## config.mk

```make
export PLATFORM = sky130hd
export DESIGN_NAME = psum_collect_fifo
export DESIGN_NICKNAME = d
export VERILOG_FILES = /design/src/rtl/psum_collect_fifo_pkg.sv /design/src/rtl/psum_col_buf.sv /design/src/rtl/psum_collect_fifo.sv
export SDC_FILE = /design/constraint.sdc
export NUM_CORES = 2
export LEC_CHECK = 0
export ABC_AREA = 1
export BUFFER_PORTS_ARGS = -buffer_cell sky130_fd_sc_hd__clkbuf_2
export CORE_MARGIN = 1
export CORE_UTILIZATION = 55
export DETAILED_ROUTE_END_ITERATION = 16
export PLACE_DENSITY_LB_ADDON = 0.15
export SYNTH_ARGS = -nofsm -noshare
export SYNTH_HDL_FRONTEND = slang
export SYNTH_HIERARCHICAL = 1
export SYNTH_SLANG_ARGS = --single-unit
```

## constraint.sdc

```tcl
create_clock -name clk -period 4.05 [get_ports clk]
set_input_delay 0.81 -clock clk [delete_from_list [all_inputs] [get_ports clk]]
set_output_delay 0.81 -clock clk [all_outputs]
set_load 0.01 [all_outputs]
```

## src/rtl/psum_collect_fifo_pkg.sv

```systemverilog
// Shared constants and helpers for the partial-sum collection FIFO.
package psum_collect_fifo_pkg;

  localparam int unsigned COL_DEFAULT        = 8;
  localparam int unsigned BW_PSUM_DEFAULT    = 20;
  localparam int unsigned FIFO_DEPTH_DEFAULT = 16;

  // Pointer width carries one extra wrap bit so full and empty can be told apart
  function automatic int unsigned ptr_width(input int unsigned depth);
    return $clog2(depth) + 1;
  endfunction

endpackage

```

## src/rtl/psum_col_buf.sv

```systemverilog
// One column's circular psum buffer: private write pointer, read pointer shared with its siblings.
module psum_col_buf
  import psum_collect_fifo_pkg::*;
#(
  parameter int unsigned bw_psum = BW_PSUM_DEFAULT,
  parameter int unsigned depth   = FIFO_DEPTH_DEFAULT,
  parameter int unsigned ptr_w   = ptr_width(FIFO_DEPTH_DEFAULT)
) (
  input  logic               clk,
  input  logic               reset,
  input  logic               wr,
  input  logic [bw_psum-1:0] din,
  input  logic [ptr_w-1:0]   rdptr,
  output logic               empty,
  output logic               full,
  output logic [bw_psum-1:0] dout
);

  localparam int unsigned AW = ptr_w - 1;

  logic [ptr_w-1:0]   r_wrptr;
  logic [bw_psum-1:0] r_mem [depth];
  logic               w_push;

  assign empty  = (r_wrptr == rdptr);
  assign full   = (r_wrptr[AW-1:0] == rdptr[AW-1:0]) && (r_wrptr[AW] != rdptr[AW]);
  assign w_push = wr & ~full;
  assign dout   = r_mem[rdptr[AW-1:0]];

  // Advance the write pointer on every accepted write; a full column holds it
  always_ff @(posedge clk or negedge reset) begin
    if (!reset) begin
      r_wrptr <= '0;
    end else if (w_push) begin
      r_wrptr <= r_wrptr + ptr_w'(1);
    end
  end

  // Storage array; contents are don't-care after reset so it carries no reset
  always_ff @(posedge clk) begin
    if (w_push) begin
      r_mem[r_wrptr[AW-1:0]] <= din;
    end
  end

endmodule

```

## src/rtl/psum_collect_fifo.sv

```systemverilog
// Collects staggered per-column psums and releases aligned rows once every column has data.
// Optional feature: define PSUM_RELU_EN to clamp negative psums to zero at the output register.
module psum_collect_fifo
  import psum_collect_fifo_pkg::*;
#(
  parameter int unsigned col     = COL_DEFAULT,
  parameter int unsigned bw_psum = BW_PSUM_DEFAULT,
  parameter int unsigned depth   = FIFO_DEPTH_DEFAULT
) (
  input  logic                     clk,
  input  logic                     reset,
  input  logic [col-1:0]           wr,
  input  logic [col*bw_psum-1:0]   in,
  input  logic                     rd,
  output logic [col*bw_psum-1:0]   out,
  output logic                     out_valid,
  output logic                     o_valid,
  output logic                     o_full,
  output logic                     overflow
);

  localparam int unsigned PTR_W = ptr_width(depth);

  logic [PTR_W-1:0]       r_rdptr;
  logic [col*bw_psum-1:0] r_out;
  logic                   r_out_valid;
  logic                   r_overflow;

  logic [col-1:0]         w_empty;
  logic [col-1:0]         w_full;
  logic [col*bw_psum-1:0] w_dout;
  logic [col*bw_psum-1:0] w_row;
  logic                   w_pop;
  logic                   w_drop;

  for (genvar g = 0; g < col; g++) begin : g_col
    psum_col_buf #(
      .bw_psum (bw_psum),
      .depth   (depth),
      .ptr_w   (PTR_W)
    ) u_col_buf (
      .clk   (clk),
      .reset (reset),
      .wr    (wr[g]),
      .din   (in[g*bw_psum +: bw_psum]),
      .rdptr (r_rdptr),
      .empty (w_empty[g]),
      .full  (w_full[g]),
      .dout  (w_dout[g*bw_psum +: bw_psum])
    );
  end

  // Flags come straight from pointers, so a same-cycle write is not visible until next cycle
  assign o_valid = ~|w_empty;
  assign o_full  = |w_full;
  assign w_pop   = rd & o_valid;
  assign w_drop  = |(wr & w_full);

  // Row presented to the output register, optionally clamped at zero
  always_comb begin
    w_row = w_dout;
`ifdef PSUM_RELU_EN
    for (int unsigned i = 0; i < col; i++) begin
      if (w_dout[i*bw_psum + bw_psum - 1]) begin
        w_row[i*bw_psum +: bw_psum] = '0;
      end
    end
`endif
  end

  // Shared read pointer, output row register, pop pulse and sticky overflow
  always_ff @(posedge clk or negedge reset) begin
    if (!reset) begin
      r_rdptr     <= '0;
      r_out       <= '0;
      r_out_valid <= 1'b0;
      r_overflow  <= 1'b0;
    end else begin
      r_out_valid <= w_pop;
      if (w_pop) begin
        r_rdptr <= r_rdptr + PTR_W'(1);
        r_out   <= w_row;
      end
      if (w_drop) begin
        r_overflow <= 1'b1;
      end
    end
  end

  assign out       = r_out;
  assign out_valid = r_out_valid;
  assign overflow  = r_overflow;

endmodule

```

==> summary by stage <==
Timing
The number of hold-slack violations in the final timing report is 0. For this run, the top clock speed supported by timing is 252 MHz. In this run the tightest slew margin relative to its limit is 0.195. The final count of negative-setup-slack endpoints is 0.

For the pin with the worst max-slew slack, the measured transition is 1210 ps. The shortest clock period the worst path allows after layout is between 3000 and 4000 ps. The final hold slack is 257 ps. Between clock sinks in the finished design, the worst skew comes to 66.6 ps. In the post-route analysis, the smallest setup slack over all paths is roughly 90 ps. Dividing the final minimum period by the clock period gives 0.978. Summed over all failing endpoints, the final setup total negative slack is 0 ps. The number of pins exceeding their max-slew limit in the final report is 0. Setup repair after global routing left no endpoint under its margin.

Synthesis
The post-synthesis register bit count is ~2800. The number of distinct library cells after synthesis is 27. The cell area that synthesis handed to floorplanning was roughly 110000 sq um. The number of nets handed over by synthesis was just over 10000. The average cell area after synthesis is roughly 12 sq um. The number of cells produced by synthesis is roughly 9900.

The share of synthesized area occupied by flip-flops and latches is 0.720. For this run, the number of Yosys warnings is 6.

GRT
The overall fraction of global-route tracks in use is 0.284. The number of global-route vias before repair is 71100. The wire length of the first global-routing pass is about 450000 microns.

Entering global routing, the biggest net connects ~230 pins. The initial antenna violation count is 46. The aggregate global routing overflow is 0.

Route
The first detailed-routing pass ran for 6 iterations. For this block, the initial DRC count from the detailed router was roughly 8700. The detailed-route wire length per cell is 22.8 microns. Once detail routing completed, the nets flagged for antenna violations numbered 0.

For this run, design rule violations remaining after detail routing come to 0. The total detailed-routing wirelength is 298000 microns. The total number of vias is 75000. The via count normalized by instance count is around 5.7.

Critical path
The element type at the critical path end is an output port. The worst path required time is ~3200 ps. Data arrives at the worst endpoint at between 3000 and 4000 ps. Along the worst path, the maximum fanout reaches 4. The worst setup path is launched from a flop. The worst setup path is of the reg2out kind.

Final layout
The area growth from synthesis to layout is 12.1%. With fillers left out, the area of the finished cells amounts to around 130000 sq um. In the final design database the tool counted 10400 nets.

The final standard cell count with taps included and fillers excluded is 13100. The proportion of layout cells with a drive suffix above 1 is 0.113. The post-route core utilization is 0.622.

The layout has roughly 16000 filler cells.

Power and ir drop
The internal power of the cells totals 58.6 mW. The analysis attributes to cell leakage a power of a little under 50 nW. Of the total power, the share spent switching nets is 0.375.

The net switching power is approximately 35 mW. Total power for the finished layout comes to around 94 mW. The share of total power dissipated in the clock network is 0.274. IR analysis of the VDD net gives a maximum drop of 1570 uV.

The cell area power density is ~730 nW/um^2. The portion of total power attributed to combinational logic is 0.339. The share of total power dissipated in sequential elements is 0.387.

Floorplan
The number of primary I/O pins is 335. The initial utilization of the core area, before any placement, comes to 0.555. The floorplan core area is slightly above 200000 sq um. The overall die height is ~460 microns. The floorplan step set the die width to roughly 460 microns.

The number of placement rows is roughly 170. The die covers approximately 210000 sq um.

Status
The run finished with clean final reports.

Clock network
The maximum clock path buffer count is 4. TritonCTS built the clock tree. Clock tree synthesis found a total of 2767 sinks. The tree is rooted in a sky130_fd_sc_hd__clkbuf_16. The H-tree generated during clock tree synthesis spans 5 levels. The post-cts resize count is 0.

The number of clock buffers added by TritonCTS is around 300. Clock-pin slew was measured on the worst setup and hold paths at ~60 ps. The clock network latency to the later pin of the worst-skew pair is 950 ps.

Placed design
The port buffer count is ~330. Summing all placed instances gives a cell area of 118000 sq um. The final weighted congestion in routability-driven placement is roughly 0.81. The worst setup timing slack at the placement stage is 784 ps. The instance count after placement with tap cells included is approximately 13000. The placed wire-length estimate after detailed placement is between 150000 and 200000 microns.

Worst hold path
The classification of the worst-slack hold path is in2reg.

Job
The max-cap check violation count is 0.
-- synth_stat cells --
library cell	number	area share
sky130_fd_sc_hd__buf_6	30	0.0030
sky130_fd_sc_hd__nor3_1	1	0.000044
sky130_fd_sc_hd__nand2_2	10	0.00055
sky130_fd_sc_hd__o211ai_1	406	0.027
sky130_fd_sc_hd__dfrtp_1	207	0.045
sky130_fd_sc_hd__nand2_4	8	0.00079
sky130_fd_sc_hd__o21ai_1	2	0.000088
sky130_fd_sc_hd__inv_2	32	0.0011
sky130_fd_sc_hd__clkbuf_1	211	0.0070
sky130_fd_sc_hd__edfxtp_1	2560	0.67
sky130_fd_sc_hd__nor2_2	59	0.0032
sky130_fd_sc_hd__o21ai_0	552	0.024
sky130_fd_sc_hd__buf_4	15	0.00099
sky130_fd_sc_hd__nand4_1	2	0.00011
sky130_fd_sc_hd__nor2_1	1222	0.040
sky130_fd_sc_hd__ha_1	33	0.0036
sky130_fd_sc_hd__a21oi_1	2	0.000088
sky130_fd_sc_hd__nand3b_1	1	0.000066
sky130_fd_sc_hd__nand3_4	8	0.0012
sky130_fd_sc_hd__nor2_4	8	0.00079
sky130_fd_sc_hd__inv_1	508	0.017
sky130_fd_sc_hd__nor4_1	2	0.00011
sky130_fd_sc_hd__nand2_1	2494	0.082
sky130_fd_sc_hd__nand3_1	1174	0.052
sky130_fd_sc_hd__buf_2	309	0.014
sky130_fd_sc_hd__buf_1	24	0.00079
sky130_fd_sc_hd__xor2_1	16	0.0012
-- final cells by class --
cell class                      instances  area (sq um)  area share
Clock buffer                          424          8330      0.0652
Antenna cell                           18          45.0    0.000353
Inverter                              540          2050      0.0160
Timing Repair Buffer                  583          3930      0.0308
Sequential cell                      2767         82100       0.643
Tap cell                             2688          3360      0.0263
Multi-Input combinational cell       6000         27200       0.213
Clock inverter                         91           746     0.00584
-- registers in the layout, summed over array words and instances (netlist names) --
| name | flops |
|---|---|
| g_col.u_col_buf/r_mem | 2560 |
| out_valid | 1 |
| r_rdptr | 5 |
| g_col.u_col_buf/r_wrptr | 40 |
| out | 160 |
| overflow | 1 |
-- power groups by stage --
stage | logic (mW) | clock network, mW | registers, mW
floorplan | 21.0 | 0 | 36.6
global placement | 30.8 | 0 | 36.9
detailed placement | 31.3 | 0 | 37.0
finish | 31.8 | 25.7 | 36.3
CTS | 31.7 | 26.0 | 36.3
global route | 35.0 | 27.2 | 36.6
-- critical path, stage by stage (launching register included) --
cell and delay, ps:
sky130_fd_sc_hd__dfrtp_1 530, sky130_fd_sc_hd__xor2_1 590, sky130_fd_sc_hd__nor2_1 240, sky130_fd_sc_hd__nor2_1 200, sky130_fd_sc_hd__nand2_1 110, sky130_fd_sc_hd__nor2_4 230, sky130_fd_sc_hd__clkbuf_2 300
-- timing repair --
item / in CTS / in global routing
hold buffers: 1 / 0
setup buffers: 4 / 0
endpoints found under the setup margin: 2 / 0
hold endpoints to repair: 48 / 0
-- worst paths after layout --
check,from,to,slack [ps],cells after the start
setup / recovery,g_col[4].u_col_buf/r_wrptr[4],o_valid,90,6
hold / removal,wr[6],g_col[6].u_col_buf/r_wrptr[0],260,3
setup reg to reg,r_rdptr[0],out[14],810,10
hold reg to reg,out[90],out[90],470,2
max in group asynchronous,reset,out[94],2690,3
min in group asynchronous,reset,out[102],420,2
-- logic make-up after synthesis --
kind of cell / Yosys count / share of synthesized area
and+or+nand+nor: 4989 / 0.181
DFF: 2767 / 0.720
buffers and inverters: 1129 / 0.0431
AOI/OAI and AO/OA: 962 / 0.0512
adders and majority gates: 33 / 0.00362
xor gates and xnor gates: 16 / 0.00123
-- layout by cell type (no fill, tap or decap), drive strengths merged --
cell type	n
edfxtp	2560
nand3b	1
dlygate4sd3	1
o21ai	554
nand3	1182
dfrtp	207
nand4	2
nand2	2512
diode	18
clkinv	71
buf	250
clkinvlp	3
bufinv	12
o211ai	406
ha	33
inv	545
a21oi	2
xor2	16
clkbuf	756
nor2	1289
nor3	1
nor4	2
-- metal layers --
metal	vias up	share of wire	global-route usage
met5	-	0.00083	0
met4	40	0.027	0.0840
met3	557	0.077	0.0473
met2	3027	0.48	0.458
met1	36600	0.42	0.397
li1	34700	-	-
Power figures use the tool's default switching activity.
